`src/rtl/bounce_generator.sv`:
```
`default_nettype none
// +------------------------------------------------------------------------------+
// | bounce_generator: LFSR-driven mechanical-switch bounce emulator for          |
// | debouncer testing.  Revision 1.0                                             |
// +------------------------------------------------------------------------------+
module bounce_generator #(
    parameter int unsigned TICK_DIV     = 1000,
    parameter int unsigned SETTLE_TICKS = 2000,
    parameter logic [15:0] LFSR_SEED    = 16'hACE1
) (
    input  logic       clk,
    input  logic       reset,
    input  logic       clean_in,
    input  logic       enable,
    output logic       bouncy_out,
    output logic       busy,
    output logic [7:0] edge_count
);

    localparam int unsigned INTERVAL_MAX = 16 * TICK_DIV;
    localparam int unsigned SETTLE_MAX   = SETTLE_TICKS * TICK_DIV;
    localparam int unsigned INT_W        = $clog2(INTERVAL_MAX + 1);
    localparam int unsigned SET_W        = $clog2(SETTLE_MAX + 1);
    localparam logic [15:0] SEED_EFF     = (LFSR_SEED == 16'h0000) ? 16'hACE1 : LFSR_SEED;
    localparam logic [SET_W-1:0] SETTLE_LOAD = SET_W'(SETTLE_MAX);

    localparam logic [1:0] S_IDLE   = 2'd0;
    localparam logic [1:0] S_BOUNCE = 2'd1;
    localparam logic [1:0] S_SETTLE = 2'd2;

    logic [1:0]       state_q, state_d;
    logic [15:0]      lfsr_q, lfsr_d;
    logic             target_q, target_d;
    logic             out_q, out_d;
    logic [4:0]       remaining_q, remaining_d;
    logic [INT_W-1:0] interval_q, interval_d;
    logic [SET_W-1:0] settle_q, settle_d;
    logic [7:0]       edges_q, edges_d;

    logic [4:0]       n_toggles;
    logic [INT_W-1:0] interval_load;
    logic             start_event;

    assign n_toggles     = {2'b00, lfsr_q[2:0]} + 5'd1;
    assign interval_load = INT_W'({1'b0, lfsr_q[6:3]} + 5'd1) * INT_W'(TICK_DIV);
    assign start_event   = enable && (clean_in != target_q);

    always_ff @(posedge clk or posedge reset) begin
        if (reset) begin
            state_q     <= S_IDLE;
            lfsr_q      <= SEED_EFF;
            target_q    <= 1'b0;
            out_q       <= 1'b0;
            remaining_q <= '0;
            interval_q  <= '0;
            settle_q    <= '0;
            edges_q     <= '0;
        end else begin
            state_q     <= state_d;
            lfsr_q      <= lfsr_d;
            target_q    <= target_d;
            out_q       <= out_d;
            remaining_q <= remaining_d;
            interval_q  <= interval_d;
            settle_q    <= settle_d;
            edges_q     <= edges_d;
        end
    end

    always_comb begin
        state_d     = state_q;
        lfsr_d      = {lfsr_q[14:0], lfsr_q[15] ^ lfsr_q[13] ^ lfsr_q[12] ^ lfsr_q[10]};
        target_d    = target_q;
        out_d       = out_q;
        remaining_d = remaining_q;
        interval_d  = interval_q;
        settle_d    = settle_q;
        edges_d     = edges_q;

        if (!enable) begin
            state_d     = S_IDLE;
            out_d       = clean_in;
            target_d    = clean_in;
            remaining_d = '0;
            interval_d  = '0;
            settle_d    = '0;
        end else if (start_event) begin
            // Restart has priority over a due toggle, so the restart cycle never toggles.
            state_d     = S_BOUNCE;
            target_d    = clean_in;
            edges_d     = '0;
            remaining_d = (out_q != clean_in) ? (n_toggles << 1) - 5'd1 : (n_toggles << 1);
            interval_d  = interval_load;
            settle_d    = '0;
        end else begin
            case (state_q)
                S_BOUNCE: begin
                    if (interval_q <= INT_W'(1)) begin
                        out_d       = ~out_q;
                        remaining_d = remaining_q - 5'd1;
                        edges_d     = (edges_q == 8'hFF) ? edges_q : edges_q + 8'd1;
                        if (remaining_q == 5'd1) begin
                            state_d    = S_SETTLE;
                            settle_d   = SETTLE_LOAD;
                            interval_d = '0;
                        end else begin
                            interval_d = interval_load;
                        end
                    end else begin
                        interval_d = interval_q - INT_W'(1);
                    end
                end
                S_SETTLE: begin
                    if (settle_q <= SET_W'(1)) begin
                        state_d  = S_IDLE;
                        settle_d = '0;
                    end else begin
                        settle_d = settle_q - SET_W'(1);
                    end
                end
                default: state_d = S_IDLE;
            endcase
        end
    end

    always_comb begin
        busy       = (state_q != S_IDLE);
        bouncy_out = out_q;
        edge_count = edges_q;
    end

endmodule
`default_nettype wire

```
`config.mk`:
```
export PLATFORM = sky130hd
export DESIGN_NAME = bounce_generator
export DESIGN_NICKNAME = d
export VERILOG_FILES = /design/src/rtl/bounce_generator.sv
export SDC_FILE = /design/constraint.sdc
export NUM_CORES = 1
export LEC_CHECK = 0
export BUFFER_PORTS_ARGS = -buffer_cell sky130_fd_sc_hd__buf_2
export CORE_ASPECT_RATIO = 0.8
export CORE_MARGIN = 3
export CORE_UTILIZATION = 61
export DETAILED_ROUTE_END_ITERATION = 10
export PLACE_DENSITY = 0.78
export SETUP_SLACK_MARGIN = 0.15
export SLEW_MARGIN = 10
export SYNTH_ARGS = -nofsm -noshare
export SYNTH_HDL_FRONTEND = slang
export SYNTH_SLANG_ARGS = --single-unit
```
`constraint.sdc`:
```
create_clock -name clk -period 5 [get_ports clk]
set_input_delay 0.5 -clock clk [delete_from_list [all_inputs] [get_ports clk]]
set_output_delay 0.5 -clock clk [all_outputs]
set_load 0.01 [all_outputs]
```
==> results of run 1 <==
synth_stat cells (3+ instances only):
| cell type | count | area, sq um |
|---|---|---|
| a211oi_1 | 3 | 22.5 |
| a21o_1 | 3 | 22.5 |
| a21oi_1 | 29 | 145 |
| a22o_1 | 4 | 35.0 |
| a31oi_1 | 6 | 37.5 |
| a32o_1 | 3 | 30.0 |
| clkbuf_1 | 7 | 26.3 |
| dfrtp_1 | 60 | 1500 |
| dfstp_2 | 8 | 210 |
| fa_1 | 10 | 200 |
| ha_1 | 30 | 375 |
| inv_1 | 41 | 154 |
| nand2_1 | 41 | 154 |
| nand3_1 | 20 | 100 |
| nor2_1 | 45 | 169 |
| nor2b_1 | 4 | 25.0 |
| nor3_1 | 17 | 85.1 |
| nor4_1 | 9 | 56.3 |
| o211ai_1 | 6 | 45.0 |
| o21ai_0 | 32 | 160 |
| o21ai_1 | 10 | 50.1 |
| o31ai_1 | 4 | 30.0 |
| o41ai_1 | 4 | 35.0 |
| or2_2 | 3 | 18.8 |
| or3_1 | 11 | 68.8 |
| xnor2_1 | 19 | 166 |
| xor2_1 | 14 | 123 |
metrics by stage:
| stage | power [mW] | std cells | util (%) | hold slack, ps | area [sq um] |
|---|---|---|---|---|---|
| after CTS | 1.73 | 603 | 68.7 | 355 | 4830 |
| final | 1.74 | 603 | 68.7 | 352 | 4830 |
| after floorplan | 1.12 | 497 | - | 331 | 4500 |
| after global placement | 1.24 | 587 | 65.9 | 333 | 4630 |
| after global routing | 1.85 | 603 | 68.7 | 368 | 4830 |
| after detailed placement | 1.27 | 587 | 65.9 | 336 | 4630 |
power by group through the flow:
stage | sequential [mW] | clock [mW] | combinational [mW]
final | 0.672 | 0.461 | 0.605
after global routing | 0.682 | 0.496 | 0.676
after CTS | 0.671 | 0.470 | 0.593
after detailed placement | 0.680 | 0 | 0.586
after global placement | 0.675 | 0 | 0.565
after floorplan | 0.665 | 0 | 0.460
kinds of logic after synthesis:
family                   after synthesis  share of synthesized area (%)
AO/OA/AOI/OAI                        124                           17.5
XOR/XNOR                              33                           6.42
adder cells (fa/ha/maj)               41                           13.0
buffers and inverters                 54                           4.73
flip-flops                            68                           38.0
multiplexers                           3                          0.806
AND/OR/NAND/NOR                      174                           19.5
worst min-delay path by stage:
stage	startpoint	to	depth (start not counted)
after floorplan	lfsr_q[8]	lfsr_q[9]	0
after global placement	lfsr_q[8]	lfsr_q[9]	0
after detailed placement	lfsr_q[8]	lfsr_q[9]	0
after CTS	lfsr_q[8]	lfsr_q[9]	0
after global routing	lfsr_q[14]	lfsr_q[15]	0
final	lfsr_q[8]	lfsr_q[9]	0
flip-flops by register name, indices dropped and copies added, names as in the netlist:
| register | flops |
|---|---|
| settle_q | 21 |
| remaining_q | 5 |
| interval_q | 14 |
| edge_count | 8 |
| bouncy_out | 1 |
| target_q | 1 |
| lfsr_q | 16 |
| state_q | 2 |
area by class of cell:
type                            instances  area, sq um
Inverter                               43          161
Timing Repair Buffer                   14         72.6
Fill cell                             563         2200
Tap cell                               87          109
Clock inverter                          7         75.1
Multi-Input combinational cell        375         2570
Clock buffer                            9          124
Sequential cell                        68         1710
cell usage in the layout (no fill, tap or decap), types with 6 or more instances in the layout:
cell      synthesis  final
dfrtp_1          60     59
nor2_1           45     45
nand2_1          41     41
inv_1            41     40
o21ai_0          32     32
ha_1             30     30
a21oi_1          29     29
nand3_1          20     20
xnor2_1          19     19
nor3_1           17     17
xor2_1           14     14
buf_2             2     13
or3_1            11     11
o21ai_1          10     10
fa_1             10     10
nor4_1            9      9
clkbuf_8          0      9
dfstp_2           8      8
o211ai_1          6      6
a31oi_1           6      6
worst reg2reg max path, delay by kind of cell (launching register included):
family / cells / cell delay, ps
xor+xnor: 2 / 470
flops: 1 / 500
compound gates: 2 / 310
fa+ha+maj: 5 / 2250
simple gates: 3 / 410
buf+inv: 4 / 350
routing by layer:
metal	share of wire, %	routed length, um	GRT usage [%]
met2	45	4460	35.5
met1	47	4640	38.6
met4	0.86	85	5.24
met3	7.2	713	7.14
met5	0	0	0
timing repair:
item | 4_1_cts | 5_1_grt
setup buffers | 0 | 0
endpoints found under the setup margin | 0 | 1
hold endpoints to repair | 0 | 0
gates resized for setup | 0 | 1
==> PnR_summary.wiki, run 1 <==
{| class="wikitable"
! Metric !! Value
|-
| Routability congestion estimate from global placement || 0.897
|-
| Power spent charging and discharging nets || 0.685 mW
|-
| Yosys warns || 0
|-
| Source-to-sink clock delay at the later pin of the worst-skew pair || 350 ps
|-
| Overall die height || 82.8 um
|-
| Flops & latches, synth || 68
|-
| Endpoint of the most critical register-to-register path || interval_q[13]
|-
| Startpoint kind of the worst setup timing path || flip-flop
|-
| Final count of negative-setup-slack endpoints || 0
|-
| Final Cycle Share || 89.0%
|-
| CP bufs+invs || 4
|-
| Cell count after synthesis || 497
|-
| Cell depth of the worst setup path || 16
|-
| Largest net degree at the start of global routing || 69
|-
| Critical-path top delay cell || fa_1
|-
| Number of antenna violations at the first check in global routing || 0
|-
| CP dominant cell by count || inv_1
|-
| Setup repair after global routing missed its margin || false
|-
| Average wire per cell in the routed design || 16.4 um
|-
| Post-detailed-placement half-perimeter wirelength || 7.24 mm
|-
| Clk Tree Root Cell || clkbuf_8
|-
| Cell count of the worst reg-to-reg path || 16
|-
| Number of nets in the synthesized netlist || 541
|-
| Number of port buffers || 13
|-
| R2r startpoint || lfsr_q[3]
|-
| Clock skew || 6.84 ps
|-
| Core area || 7030 sq um
|-
| Upper clock frequency limit || 0.225 GHz
|-
| Delay-heaviest family, CP || adder cells
|-
| Delay of the slowest cell on the worst path || 570 ps
|-
| Seq pwr share || 38.7%
|-
| Worst setup startpoint || lfsr_q[3]
|-
| Distinct cells, synth || 68
|-
| Leak pwr || 2.21 nW
|-
| Internal power consumption || 1.05 mW
|-
| Fraction of registers with async set or reset after synthesis || 100%
|-
| Minimum period implied by the final worst setup slack || 4450 ps
|-
| Arrival time reported for the critical path endpoint || 4650 ps
|-
| Drt drc || 0
|-
| Transition at the pin with the smallest max-transition slack || 951 ps
|-
| Setup_tns || 0 ps
|-
| # diodes || 0
|-
| Final setup slack of the worst path || 552 ps
|-
| Worst setup endpoint || interval_q[13]
|-
| DR pass1 iterations || 4
|-
| Clock transition at the register clock pins on the worst setup and hold paths after CTS || 80 ps
|-
| Final net count || 555
|-
| Number of enable-type register cells in the synthesized netlist || 0
|-
| Maximum number of buffers from clock root to sink || 2
|-
| Type of the worst setup path || reg2reg
|-
| Relative contribution of the clock network to total power || 26.5%
|-
| Slew HR || 36.1%
|-
| DR iter-0 viols || 276
|-
| Width of the chip || 102 um
|-
| Per-cell via count in the routed design || 6.25
|-
| Wire length of the first global-routing pass || 17.0 mm
|-
| Site row count || 27
|-
| Initial core utilization || 64.0%
|-
| Number of sinks handled by clock tree synthesis || 68
|-
| Reg-to-reg slack, setup || 550 ps
|-
| Number of buffers inserted for hold repair after clock tree synthesis || 0
|-
| Prevailing post-synth register cell || dfrtp_1
|-
| Biggest fanout along the worst timing path || 10
|-
| Final hold violations || 0
|-
| Synth-to-layout area growth || 7.34%
|-
| Part of the Yosys area used for sequential elements || 38.0%
|-
| Mean instance size in the synthesized netlist || 9.05 sq um
|-
| Area of the mapped netlist || 4500 sq um
|-
| Via count of the first global-routing pass || 3552
|-
| GRT overflow || 0
|-
| Global-route total usage across every layer || 25.1%
|-
| P per Cell Area || 360 nW/um^2
|-
| Fraction of final layout cells with drive strength greater than 1 || 10.9%
|-
| Combinational Power Share || 34.8%
|-
| Hold Crit Class || reg2reg
|-
| I/O pin total || 14
|-
| Number of antenna-violating nets in the routed design || 0
|-
| Post-detailed-routing wire length || 9.90 mm
|-
| Via count || 3769
|-
| Number of buffers inserted during clock tree synthesis || 9
|-
| Die area || 8450 sq um
|-
| Status || finished clean
|-
| CTS H-Tree Depth || 3
|-
| Switching Fraction || 39.4%
|-
| Maximum vdd ir drop || 0.000268 V
|-
| Fin. max-slew vios || 0
|-
| CTS tree || yes
|-
| Required @ worst endpoint || 5200 ps
|-
| Worst slack, placed || 482 ps
|-
| Worst path cell trace || ha_1, xor2_1, inv_1, fa_1, inv_1, fa_1, inv_1, fa_1, inv_1, ha_1, nand3_1, o211ai_1, nor4_1, nor3_1, xnor2_1, o22ai_1
|-
| Max-cap viol count || 0
|-
| Crit end category || flip-flop
|}
(Power assumes the default switching activity.)
==> run 2, diff against run 1 <==
CELL_PAD_IN_SITES_DETAIL_PLACEMENT = 0   (was unset)
CELL_PAD_IN_SITES_GLOBAL_PLACEMENT = 1   (was unset)
CORE_UTILIZATION = 49   (was 61)
PLACE_DENSITY = unset   (was 0.78)
PLACE_DENSITY_LB_ADDON = 0.1   (was unset)
==> run 2 against run 1 <==
Compared with the run above: combinational power is 2% lower; worst hold slack got worse by 5.3 ps; clock-buffer cell count increased by 3; wire length is 2.6% higher; final area increased by 3.6%; sequential share of layout area is 1.3 points lower; final cell count increased by 4.3%; total power grew 13%; sequential cell count did not move; highest routed layer unchanged.
==> PnR_summary.wiki, run 2 (same netlist as run 1, synthesis figures left out) <==
{| class="wikitable"
! Metric !! Value
|-
| Width of the chip || 113 um (+11%)
|-
| Relative contribution of the clock network to total power || 35.7% (+9.2 points)
|-
| DR pass1 iterations || 6 (+2)
|-
| Crit end category || flip-flop
|-
| Clk Tree Root Cell || clkbuf_16
|-
| Clock transition at the register clock pins on the worst setup and hold paths after CTS || 50 ps (-30 ps)
|-
| # diodes || 0 (unchanged)
|-
| Register bank with the most flops || settle_q
|-
| Leading cell type in the layout, fill and taps excluded || dfrtp_1
|-
| Largest register FFs || 21 (unchanged)
|-
| Internal power consumption || 1.30 mW (+23%)
|-
| Setup repair after global routing missed its margin || false
|-
| Fin. max-slew vios || 0 (unchanged)
|-
| Drt drc || 0 (unchanged)
|-
| Number of port buffers || 13 (unchanged)
|-
| Clock skew || 4.23 ps (-2.60 ps)
|-
| I/O pin total || 14 (unchanged)
|-
| Biggest fanout along the worst timing path || 5 (-5)
|-
| Via count of the first global-routing pass || 3440 (-3.2%)
|-
| Switching Fraction || 34.0% (-5.4 points)
|-
| Placement-stage cell area || 4670 sq um (+0.84%)
|-
| Initial core utilization || 51.7% (-12 points)
|-
| Final net count || 556 (+0.18%)
|-
| Worst path cell trace || ha_1, xor2_1, inv_1, fa_1, inv_1, fa_1, inv_1, fa_1, inv_1, ha_1, nand3_1, o211ai_1, nor4_1, nor3_1, xnor2_1, o22ai_1
|-
| Final count of negative-setup-slack endpoints || 0 (unchanged)
|-
| Critical-path top delay cell || fa_1
|-
| Delay of the slowest cell on the worst path || 550 ps (-20 ps)
|-
| Startpoint kind of the worst setup timing path || flip-flop
|-
| Source-to-sink clock delay at the later pin of the worst-skew pair || 330 ps (-20 ps)
|-
| Post-detailed-placement half-perimeter wirelength || 7.33 mm (+1.3%)
|-
| Layout Cells excl Fill || 629 (+4.3%)
|-
| Fraction of final layout cells with drive strength greater than 1 || 10.8% (-0.021 points)
|-
| Via count || 3656 (-3.0%)
|-
| Transition at the pin with the smallest max-transition slack || 977 ps (+26.0 ps)
|-
| CP dominant cell by count || inv_1
|-
| P per Cell Area || 393 nW/um^2 (+9.1%)
|-
| Site row count || 30 (+11%)
|-
| Routability congestion estimate from global placement || 0.839 (-6.4%)
|-
| Die area || 10400 sq um (+23%)
|-
| Post-CTS Resized || 0 (unchanged)
|-
| CTS H-Tree Depth || 3 (unchanged)
|-
| Worst Hold Depth || 0 (unchanged)
|-
| Number of antenna-violating nets in the routed design || 0 (unchanged)
|-
| Number of buffers inserted during clock tree synthesis || 9 (unchanged)
|-
| Combinational Power Share || 30.2% (-4.6 points)
|-
| Endpoint of the most critical register-to-register path || interval_q[13]
|-
| DR iter-0 viols || 284 (+2.9%)
|-
| Overall die height || 91.7 um (+11%)
|-
| Global-route total usage across every layer || 20.9% (-4.2 points)
|-
| CTS tree || yes
|-
| Number of buffers inserted for hold repair after clock tree synthesis || 0 (unchanged)
|-
| Required @ worst endpoint || 5180 ps (-20 ps)
|-
| Arrival time reported for the critical path endpoint || 4450 ps (-200 ps)
|-
| Slew HR || 34.3% (-1.7 points)
|-
| Power spent charging and discharging nets || 0.668 mW (-2.5%)
|-
| Post-detailed-routing wire length || 10.2 mm (+2.6%)
|-
| Maximum vdd ir drop || 0.000208 V (-23%)
|-
| Hold Crit Class || reg2reg
|-
| Setup_tns || 0 ps (unchanged)
|-
| Maximum number of buffers from clock root to sink || 2 (unchanged)
|-
| Number of antenna violations at the first check in global routing || 1 (+1)
|-
| Synth-to-layout area growth || 11.2%
|-
| Worst Hold Path EP || lfsr_q[15]
|-
| Reg-to-reg slack, setup || 730 ps (+180 ps)
|-
| Max-cap viol count || 0 (unchanged)
|-
| Design Area, Final || 5000 sq um (+3.6%)
|-
| Average wire per cell in the routed design || 16.1 um (-1.7%)
|-
| Final hold violations || 0 (unchanged)
|-
| Minimum period implied by the final worst setup slack || 4270 ps (-177 ps)
|-
| Number of buffers inserted by post-CTS setup repair || 0 (unchanged)
|-
| Largest net degree at the start of global routing || 69 (unchanged)
|-
| Type of the worst setup path || reg2reg
|-
| Source of the worst hold timing path || lfsr_q[14]
|-
| GRT overflow || 0 (unchanged)
|-
| Status || finished clean
|-
| Final Cycle Share || 85.4% (-3.5 points)
|-
| Per-cell via count in the routed design || 5.81 (-7.0%)
|-
| Top Registers || settle_q x21, lfsr_q x16, interval_q x14
|-
| Number of sinks handled by clock tree synthesis || 68 (unchanged)
|-
| Top library cells by usage in the layout, fill and taps aside || dfrtp_1 (60), nor2_1 (45), nand2_1 (41)
|-
| Cell count of the worst reg-to-reg path || 16 (unchanged)
|-
| Leak pwr || 2.28 nW (+3.3%)
|-
| Wire length of the first global-routing pass || 17.3 mm (+1.5%)
|-
| Upper clock frequency limit || 0.234 GHz (+4.1%)
|-
| # placed instances || 613 (+4.4%)
|-
| Seq pwr share || 34.2% (-4.5 points)
|-
| R2r startpoint || lfsr_q[4]
|-
| Core area || 8710 sq um (+24%)
|}
## run 2: changes by cell type in the layout (fill, tap and decap cells not counted)
cell | previous run | this run
clkbuf_16 | 0 | 9
clkbuf_8 | 9 | 3
clkinv_4 | 3 | 0
buf_4 | 1 | 2
bufinv_16 | 1 | 2
dfrtp_1 | 59 | 60
dfrtp_2 | 1 | 0
inv_6 | 1 | 0
## run 2: worst max-delay path by stage
stage / endpoint / slack [ps] / from / cells after the start
after floorplan: interval_q[13] / 830 / lfsr_q[3] / 16
after global placement: interval_q[13] / 820 / lfsr_q[4] / 16
after detailed placement: interval_q[13] / 710 / lfsr_q[4] / 16
after CTS: interval_q[13] / 710 / lfsr_q[4] / 16
after global routing: interval_q[13] / 430 / lfsr_q[4] / 16
final: interval_q[13] / 730 / lfsr_q[4] / 16
## run 2: final cells by class
class	instances	area (sq um)
fill	786	3700
tap	112	140
timing repair buffer	15	80.1
sequential	68	1710
clock inverter	4	70.1
clock buffer	12	267
inverter	43	161
multi-input combinational	375	2570
## run 2: power groups by stage
stage / Clock (mW) / Sequential (mW) / Combinational (mW)
floorplan: 0 / 0.665 / 0.460
global placement: 0 / 0.676 / 0.580
detailed placement: 0 / 0.679 / 0.584
CTS: 0.716 / 0.671 / 0.587
global route: 0.734 / 0.683 / 0.669
finish: 0.701 / 0.672 / 0.593
## run 2: critical path, delay by kind of cell (launching register included)
family / cells / cell delay [ps]
buf+inv: 4 / 360
fa+ha+maj: 5 / 2210
simple gates: 3 / 400
flops: 1 / 410
compound gates: 2 / 290
xor+xnor: 2 / 460
## run 2: stage by stage
stage          utilization (%)  power, mW  hold WS [ps]  worst slack [ps]
2_1_floorplan                -       1.12           331               834
3_3_place_gp              53.6       1.26           335               821
3_5_place_dp              53.6       1.26           339               705
4_1_cts                   57.5       1.97           350               714
5_1_grt                   57.5       2.09           354               427
6_report                  57.5       1.96           346               729
## run 2: metal layers
layer	global-route usage [%]	share of wire [%]	up-vias	wire length, um
li1	-	-	1800	-
met5	0	0	-	0
met2	29.0	41	80	4210
met4	6.21	1.5	0	149
met3	4.16	4.8	13	483
met1	32.6	52	1763	5320
